**src/rtl/fc_ctrl_pkg.sv**
```systemverilog
// Shared types for the fc layer sequencer: FSM states, W/B/O beat phase, word width.
package fc_ctrl_pkg;

    localparam int FC_WORD_WIDTH = 32;

    typedef enum logic [1:0] {
        ST_IDLE,
        ST_STREAM,
        ST_WAIT_DONE,
        ST_WRITE
    } state_t;

    typedef enum logic [1:0] {
        PH_W,
        PH_B,
        PH_O
    } phase_t;

    function automatic phase_t next_phase(input phase_t ph);
        case (ph)
            PH_W:    return PH_B;
            PH_B:    return PH_O;
            default: return PH_W;
        endcase
    endfunction

    // Counters never collapse to zero width, even for a count of one.
    function automatic int cnt_width(input int n);
        return (n > 1) ? $clog2(n) : 1;
    endfunction

endpackage

```
**src/rtl/fc_ctrl_sel.sv**
```systemverilog
// Phase-driven 3:1 select of the W/B/O FIFO heads and one-hot pop/valid generation.
module fc_ctrl_sel
    import fc_ctrl_pkg::*;
(
    input  logic                     i_en,
    input  phase_t                   i_phase,
    input  logic                     i_w_empty,
    input  logic                     i_b_empty,
    input  logic                     i_o_empty,
    input  logic [FC_WORD_WIDTH-1:0] i_w_dout,
    input  logic [FC_WORD_WIDTH-1:0] i_b_dout,
    input  logic [FC_WORD_WIDTH-1:0] i_o_dout,
    output logic                     o_beat,
    output logic [2:0]               o_sel,
    output logic [FC_WORD_WIDTH-1:0] o_data
);

    logic                     w_empty_sel;
    logic [FC_WORD_WIDTH-1:0] w_dout_sel;
    logic [2:0]               w_onehot;

    always_comb begin
        w_empty_sel = 1'b1;
        w_dout_sel  = '0;
        w_onehot    = 3'b000;
        case (i_phase)
            PH_W: begin
                w_empty_sel = i_w_empty;
                w_dout_sel  = i_w_dout;
                w_onehot    = 3'b001;
            end
            PH_B: begin
                w_empty_sel = i_b_empty;
                w_dout_sel  = i_b_dout;
                w_onehot    = 3'b010;
            end
            PH_O: begin
                w_empty_sel = i_o_empty;
                w_dout_sel  = i_o_dout;
                w_onehot    = 3'b100;
            end
            default: begin
                w_empty_sel = 1'b1;
                w_dout_sel  = '0;
                w_onehot    = 3'b000;
            end
        endcase
    end

    // Only the selected FIFO's empty flag gates the beat; the others are never popped.
    assign o_beat = i_en && !w_empty_sel;
    assign o_sel  = o_beat ? w_onehot : 3'b000;
    assign o_data = o_beat ? w_dout_sel : '0;

endmodule

```
**src/rtl/fc_ctrl.sv**
```systemverilog
// Sequencer feeding W,B,O beats from three FWFT FIFOs into fc and writing one result per pass.
// Optional FC_CTRL_STALL_CNT_EN adds the stall_cycles counter and port.
module fc_ctrl
    import fc_ctrl_pkg::*;
#(
    parameter int DATA_WIDTH     = 8,
    parameter int FC_TOTAL_COUNT = 1024,
    parameter int NUM_OUTPUTS    = 1000
) (
    input  logic                     clock,
    input  logic                     reset,
    input  logic                     start,
    output logic                     busy,
    output logic                     done,
    input  logic                     w_empty,
    input  logic [FC_WORD_WIDTH-1:0] w_dout,
    output logic                     w_rd_en,
    input  logic                     b_empty,
    input  logic [FC_WORD_WIDTH-1:0] b_dout,
    output logic                     b_rd_en,
    input  logic                     o_empty,
    input  logic [FC_WORD_WIDTH-1:0] o_dout,
    output logic                     o_rd_en,
    output logic                     fc_start,
    output logic [FC_WORD_WIDTH-1:0] fc_data,
    output logic                     fc_weights_valid,
    output logic                     fc_biases_valid,
    output logic                     fc_ops_valid,
    input  logic                     fc_calculating,
    input  logic                     fc_done,
    input  logic [FC_WORD_WIDTH-1:0] fc_result,
    input  logic                     res_full,
    output logic                     res_wr_en,
    output logic [FC_WORD_WIDTH-1:0] res_din
`ifdef FC_CTRL_STALL_CNT_EN
    ,
    output logic [31:0]              stall_cycles
`endif
);

    localparam int BEATS = 3 * FC_TOTAL_COUNT;
    localparam int BCW   = cnt_width(BEATS);
    localparam int OCW   = cnt_width(NUM_OUTPUTS);
    localparam logic [BCW-1:0] BEAT_LAST = BCW'(BEATS - 1);
    localparam logic [OCW-1:0] OUT_LAST  = OCW'(NUM_OUTPUTS - 1);

    // fc packs four elements per data word.
    if (4 * DATA_WIDTH != FC_WORD_WIDTH) begin : g_width_chk
        $error("fc_ctrl: 4*DATA_WIDTH must equal FC_WORD_WIDTH");
    end

    state_t                   r_state;
    phase_t                   r_phase;
    logic [BCW-1:0]           r_beat_cnt;
    logic [OCW-1:0]           r_out_cnt;
    logic [FC_WORD_WIDTH-1:0] r_result;
    logic                     r_done;

    logic                     w_stream;
    logic                     w_beat;
    logic [2:0]               w_sel;
    logic [FC_WORD_WIDTH-1:0] w_data;

    assign w_stream = (r_state == ST_STREAM);

    fc_ctrl_sel u_sel (
        .i_en      (w_stream && !fc_calculating),
        .i_phase   (r_phase),
        .i_w_empty (w_empty),
        .i_b_empty (b_empty),
        .i_o_empty (o_empty),
        .i_w_dout  (w_dout),
        .i_b_dout  (b_dout),
        .i_o_dout  (o_dout),
        .o_beat    (w_beat),
        .o_sel     (w_sel),
        .o_data    (w_data)
    );

    // Pop and valid share the same cycle: the FIFO head goes straight to fc.
    assign w_rd_en          = w_sel[0];
    assign b_rd_en          = w_sel[1];
    assign o_rd_en          = w_sel[2];
    assign fc_weights_valid = w_sel[0];
    assign fc_biases_valid  = w_sel[1];
    assign fc_ops_valid     = w_sel[2];
    assign fc_data          = w_data;

    // fc_start drops in WRITE so fc sees a low cycle between passes.
    assign fc_start  = (r_state == ST_STREAM) || (r_state == ST_WAIT_DONE);
    assign busy      = (r_state != ST_IDLE);
    assign res_wr_en = (r_state == ST_WRITE) && !res_full;
    assign res_din   = r_result;
    assign done      = r_done;

    always_ff @(posedge clock or posedge reset) begin
        if (reset) begin
            r_state    <= ST_IDLE;
            r_phase    <= PH_W;
            r_beat_cnt <= '0;
            r_out_cnt  <= '0;
            r_result   <= '0;
            r_done     <= 1'b0;
        end else begin
            r_done <= 1'b0;
            case (r_state)
                ST_IDLE: begin
                    if (start) begin
                        r_state    <= ST_STREAM;
                        r_phase    <= PH_W;
                        r_beat_cnt <= '0;
                        r_out_cnt  <= '0;
                    end
                end
                ST_STREAM: begin
                    if (w_beat) begin
                        r_phase <= next_phase(r_phase);
                        if (r_beat_cnt == BEAT_LAST) begin
                            r_state <= ST_WAIT_DONE;
                        end else begin
                            r_beat_cnt <= r_beat_cnt + 1'b1;
                        end
                    end
                end
                ST_WAIT_DONE: begin
                    if (fc_done) begin
                        r_result <= fc_result;
                        r_state  <= ST_WRITE;
                    end
                end
                ST_WRITE: begin
                    if (!res_full) begin
                        if (r_out_cnt == OUT_LAST) begin
                            r_state <= ST_IDLE;
                            r_done  <= 1'b1;
                        end else begin
                            r_out_cnt  <= r_out_cnt + 1'b1;
                            r_beat_cnt <= '0;
                            r_phase    <= PH_W;
                            r_state    <= ST_STREAM;
                        end
                    end
                end
                default: r_state <= ST_IDLE;
            endcase
        end
    end

`ifdef FC_CTRL_STALL_CNT_EN
    logic [31:0] r_stall_cnt;

    // Counts STREAM cycles that moved no data, whether from fc back-pressure or an empty FIFO.
    always_ff @(posedge clock or posedge reset) begin
        if (reset) begin
            r_stall_cnt <= '0;
        end else if (r_state == ST_IDLE && start) begin
            r_stall_cnt <= '0;
        end else if (w_stream && !w_beat && r_stall_cnt != '1) begin
            r_stall_cnt <= r_stall_cnt + 1'b1;
        end
    end

    assign stall_cycles = r_stall_cnt;
`endif

endmodule

```
**config.mk**
```make
export PLATFORM = sky130hd
export DESIGN_NAME = fc_ctrl
export DESIGN_NICKNAME = d
export VERILOG_FILES = /design/src/rtl/fc_ctrl_pkg.sv /design/src/rtl/fc_ctrl_sel.sv /design/src/rtl/fc_ctrl.sv
export SDC_FILE = /design/constraint.sdc
export NUM_CORES = 1
export LEC_CHECK = 0
export BUFFER_PORTS_ARGS = -buffer_cell sky130_fd_sc_hd__buf_4
export CORE_ASPECT_RATIO = 1.4
export CORE_UTILIZATION = 44
export CTS_CLUSTER_SIZE = 30
export DETAILED_ROUTE_END_ITERATION = 10
export PLACE_DENSITY = 0.78
export RECOVER_POWER = 100
export SLEW_MARGIN = 20
export SYNTH_ARGS = -nofsm -noshare
export SYNTH_HDL_FRONTEND = slang
export SYNTH_HIERARCHICAL = 1
export SYNTH_SLANG_ARGS = --single-unit
```
**constraint.sdc**
```tcl
create_clock -name clock -period 3.15 [get_ports clock]
set_input_delay 0.7875 -clock clock [delete_from_list [all_inputs] [get_ports clock]]
set_output_delay 0.7875 -clock clock [all_outputs]
set_load 0.005 [all_outputs]
```
# --- Word-level counts from Yosys, hierarchy flattened ---
# Index checks and enable logic that the tools add are counted.
word_totals:
  reg_bits: 59
  input_bits: 137
  output_inout_bits: 74
  elab_cells: 70
op_classes:
  n_addsub: 2
  eq_ne: 14
  n_mux: 31
  n_reduce_logical: 17
op_table:
  columns: ["op", "n"]
  rows:
  - ["32-bit case mux with 3 select lines", 1]
  - ["12-bit 2-to-1 mux", 5]
  - ["12-bit case mux with 3 select lines", 1]
  - ["32-bit 2-to-1 mux", 1]
  - ["10-bit 2-to-1 mux", 3]
  - ["10-bit case mux with 2 select lines", 1]
  - ["2-bit 2-to-1 mux", 9]
  - ["12-bit by 1-bit adder with 12-bit output, second input constant", 1]
  - ["12-bit == test, second input constant", 1]
  - ["10-bit by 1-bit adder with 10-bit output, second input constant", 1]
  - ["10-bit == test, second input constant", 1]
  - ["2-bit inequality test, second input constant", 5]
  - ["5-bit AND reduction", 2]
  - ["3-bit case mux with 3 select lines", 1]
  - ["2-bit case mux with 4 select lines", 1]
  - ["2-bit == test, second input constant", 3]
  - ["2-bit case mux with 3 select lines", 1]
  - ["6-bit AND reduction", 1]
  - ["2-bit by 1-bit == test with 1-bit output, second input constant", 2]
  - ["2-bit zero test", 2]
  - ["1-bit 2-to-1 mux", 4]
  - ["2-bit by 1-bit inequality test with 1-bit output, second input constant", 2]
  - ["2-bit case mux with 2 select lines", 1]
  - ["4-bit AND reduction", 1]
  - ["8 further kinds", 13]

# --- Longest topological paths before layout ---
depth:
  depth_word: 6
  depth_mapped: 14
  depth_no_buf: 11

# --- Modules after synthesis ---
# The synthesis kept the hierarchy.
modules_own_cells:
  columns: ["module", "instances", "cells_per_inst", "area_each_um2"]
  rows:
  - ["fc_ctrl", 1, 252, 2849.0]
  - ["fc_ctrl_sel", 1, 150, 967.2]

# --- Worst setup path after synthesis ---
# No wires, ideal clock.
synth_path:
  path_type: "register -> register"
  startpoint: "register r_state[1]"
  endpoint: "register r_beat_cnt[10]"
  setup_ns: 0.110
  arrival_time_ns: 2.697
  required_ns: 3.040
  path_slack_ns: 0.343
  path_stages_with_launch: 14
  n_path_buf: 2
  synth_period_minus_slack_ns: 2.807
  path_cell_list: "dfrtp_1 inv_1 ha_1 buf_4 inv_2 nor2_1 and4bb_4 a31oi_4 buf_6 inv_2 o211ai_1 a211oi_4 nand2_2 o41ai_1"
synth_between:
  elab_chain_len: 5
  word_cells_on_any_way: 13
synth_lines:
  columns: ["item", "line_no", "source"]
  rows:
  - ["start, declared", "fc_ctrl.sv:52", "state_t r_state;"]
  - ["start signal, assigned", "fc_ctrl.sv:98", "r_state <= ST_IDLE;"]
  - ["start signal, assigned", "fc_ctrl.sv:109", "r_state <= ST_STREAM;"]
  - ["start signal, assigned", "fc_ctrl.sv:119", "r_state <= ST_WAIT_DONE;"]
  - ["2-bit by 1-bit == test with 1-bit output", "fc_ctrl.sv:64", "assign w_stream = (r_state == ST_STREAM);"]
  - ["1-bit logical AND", "fc_ctrl.sv:67", ".i_en (w_stream && !fc_calculating),"]
  - ["1-bit logical AND", "fc_ctrl_sel.sv:51", "assign o_beat = i_en && !w_empty_sel;"]
  - ["named net w_beat", "fc_ctrl.sv:60", "logic w_beat;"]
  - ["2-bit by 1-bit inequality test with 1-bit output (no source line)", null, null]
  - ["6-bit AND reduction (no source line)", null, null]
  - ["end signal, assigned", "fc_ctrl.sv:121", "r_beat_cnt <= r_beat_cnt + 1'b1;"]
  - ["end, declared", "fc_ctrl.sv:54", "logic [BCW-1:0] r_beat_cnt;"]
# The timed path passes the listed nets, and every way through them passes these cells.
# A chain may end at the register's enable or synchronous reset.

# --- Worst setup path after layout ---
layout_path:
  startpoint: "register r_state[1]"
  endpoint: "output port b_rd_en"
layout_between:
  elab_chain_len: 4
layout_lines:
  columns: ["item", "line_no", "source"]
  rows:
  - ["2-bit by 1-bit == test with 1-bit output", "fc_ctrl.sv:64", null]
  - ["1-bit logical AND", "fc_ctrl.sv:67", null]
  - ["1-bit logical AND", "fc_ctrl_sel.sv:51", null]
  - ["3-bit 2-to-1 mux", "fc_ctrl_sel.sv:52", "assign o_sel = o_beat ? w_onehot : 3'b000;"]
  - ["end, declared", "fc_ctrl.sv:20", "output logic b_rd_en,"]
# No other way between the ends.

==> impl_metrics.yaml <==
sta:
  slew_headroom: -0.108
  setup_viol: 0
  fin_crit_sh: 0.965
  final.setup.worst_slack_ns: 0.109
  fin_crit_ns: 3.04
  fmax_mhz: 329
  finalSetupTns_ns: 0
  rsz0062_at_grt: "false"
  tightest_slew_ns: 1.66
  slew_viol_final: 33
  finalHoldViolations: 0
  clock_skew_ns: 0.00820
floorplanning:
  fp.coreArea_mm2: 0.00830
  io_pins: 211
  initial_utilization: 0.460
  die_w_um: 80.7
  rows: 39
  dieHeight_um: 112
  dieArea_mm2: 0.00905
routing:
  vias_per_cell: 5.47
  drtIter0Drc: 235
  ant_nets: 0
  wl_um: 11800
  wire_per_inst_um: 16.6
  vias: 3911
  drc: 0
  firstDrtPassIters: 4
setup_path:
  crit_buf_inv: 5
  cp-startpoint: "r_state[1]"
  crit_path_max_fanout: 16
  path_delay_family: "buffers and inverters"
  critical_path.max_stage_delay_ns: 0.45
  required_ns: 2.36
  crit_path_end_kind: "primary output"
  cpMaxStageDelayCell: "dfrtp_2"
  arrival_ns: 2.25
  worstSetupPathType: "reg2out"
  cp-start-kind: "register"
  path_cells: "inv_2 -> ha_4 -> inv_4 -> nor2_4 -> and4bb_4 -> a31oi_1 -> buf_12 -> buf_6 -> nor3b_4 -> buf_4"
  r2r_start: "r_state[1]"
synthesis:
  synth_common_cells: "85 x nand2_1, 65 x mux2_2, 59 x dfrtp_1"
  synth_seq_cells: 59
  synth_area_leaders: "dfrtp_1 39%, mux2_2 19%, nand2_1 8.4%, a21oi_1 3.9%, ha_1 2.6%"
  synth.cell_area_mm2: 0.00382
  syn-num-nets: 547
  yosysMostFrequentCell: "nand2_1"
  yosysUniqueCellTypes: 57
  syn-instance-count: 402
  async_reset_ff_frac: 1.00
  yosysTopAreaCellShare: 0.387
  synth_flop_cell: "dfrtp_1"
  synth_edf_count: 0
  yosys.area.top_type: "dfrtp_1"
  yosysWarnings: 6
  ys_seq_area_frac: 0.387
  syn-mean-instance-area_um2: 9.49
grt:
  grt-ovfl-total: 0
  grt_pass1_wl_um: 18200
  grt_max_degree: 60
  first_global_vias: 3825
  antenna_found_initial: 0
  grt_use_total: 0.267
clock_tree:
  cts-buffers-inserted: 9
  clk_latency_ns: 0.33
  clk_pin_slew_ns: 0.05
  cts.hold.buffers_added: 0
  clockBufferDepth: 2
  cts-root-buf: "clkbuf_16"
  cts_tree: "yes"
  htreeDepth: 3
  cts_sinks: 59
power_and_ir_drop:
  power_density_mw_per_mm2: 744
  p_leak_nw: 2.72
  irDropWorstVdd_uv: 439
  total_power_mw: 4.25
outcome:
  violations: "max-capacitance violations, max-slew violations"
  status: "finished with violations"
finish:
  drive_gt1_frac: 0.502
  syn_to_final_growth_pct: 49.8
  fillers: 676
  nets: 753
  diodes: 0
  finalInstanceArea_mm2: 0.00572
placement:
  place_ws_ns: 0.171
  dpl-instance-area_mm2: 0.00545
  dp_hpwl_um: 8960
  io_buffers: 210
  gp_congestion: 0.881
worst_hold_path:
  hold_start: "res_din[18]"
  min_path_type: "reg2reg"
job:
  cap_viol_max_count: 1
[flip-flops by register name, indices dropped and copies added (netlist names)]
signal and cells:
r_beat_cnt 12, done 1, res_din 32, r_state 2, r_phase 2, r_out_cnt 10
[final cells by class]
| cell class | count | area [um^2] | area share |
|---|---|---|---|
| well taps | 102 | 128 | 0.0223 |
| flip-flops and latches | 59 | 1480 | 0.259 |
| repair buffers | 221 | 1630 | 0.285 |
| inverters | 14 | 55.1 | 0.00963 |
| multi-input cells | 303 | 2110 | 0.370 |
| clock buffers | 11 | 233 | 0.0407 |
| clock inverters | 5 | 77.6 | 0.0136 |
[worst reg2reg max path, delay by kind of cell (launching register included)]
kind            cells  cell delay, ns
buf+inv             4            0.42
simple gates        3            0.38
compound gates      3            1.01
flops               1            0.42
fa+ha+maj           1            0.18
mux                 1            0.28
[per-layer routing]
metal  track usage  up-vias  wire length, um
met3         0.103       28             1270
met1         0.296     1829             4440
li1              -     1832                -
met4         0.111        0              342
met2         0.449      222             5800
met5             0        -                0
[worst paths after layout]
check,endpoint,slack [ns],cells past startpoint
min in group asynchronous,res_din[23],0.94,3
worst min register to register,res_din[18],0.50,1
worst min-delay path,res_din[18],0.50,1
worst max register to register,r_beat_cnt[0],0.37,12
max in group asynchronous,r_phase[0],1.24,3
worst max-delay path,b_rd_en,0.11,10
[logic make-up after synthesis]
kind of cell	synth area share
flops	0.387
simple gates	0.170
fa+ha+maj	0.0262
mux	0.195
compound gates	0.162
buf+inv	0.0551
xor+xnor	0.00459
[where the power goes]
part	total, mW	leakage [nW]	internal, mW	switching [mW]
Combinational	1.98	1.82	1.05	0.936
Clock	1.02	0.150	0.688	0.334
Sequential	1.25	0.747	1.03	0.220
Total	4.25	2.72	2.76	1.49
[metrics by stage]
step | util | cells | hold WS, ns
2_1_floorplan | - | 402 | 0.456
3_3_place_gp | 0.657 | 697 | 0.486
6_report | 0.689 | 715 | 0.504
3_5_place_dp | 0.657 | 697 | 0.492
5_1_grt | 0.689 | 715 | 0.519
4_1_cts | 0.697 | 713 | 0.499
[cell usage in the layout (no fill, tap or decap), drive strengths merged, types with 3 or more instances in the layout]
cell type  instances
clkinv             3
and2               3
ha                 8
clkbuf            74
buf              158
a31oi              7
inv               13
o31ai              7
nor3               5
nor2               9
mux2              65
nand3              6
nand2             86
o21ai             22
o21a               3
dfrtp             59
nand4              5
a21oi             39
[timing repair]
| item | 4_1_cts | 5_1_grt |
|---|---|---|
| gates resized for setup | 5 | 5 |
| setup buffers | 0 | 1 |
| endpoints found under the setup margin | 4 | 34 |
| cloned | 0 | 1 |
Note: power is estimated with default switching activity, not from simulation.
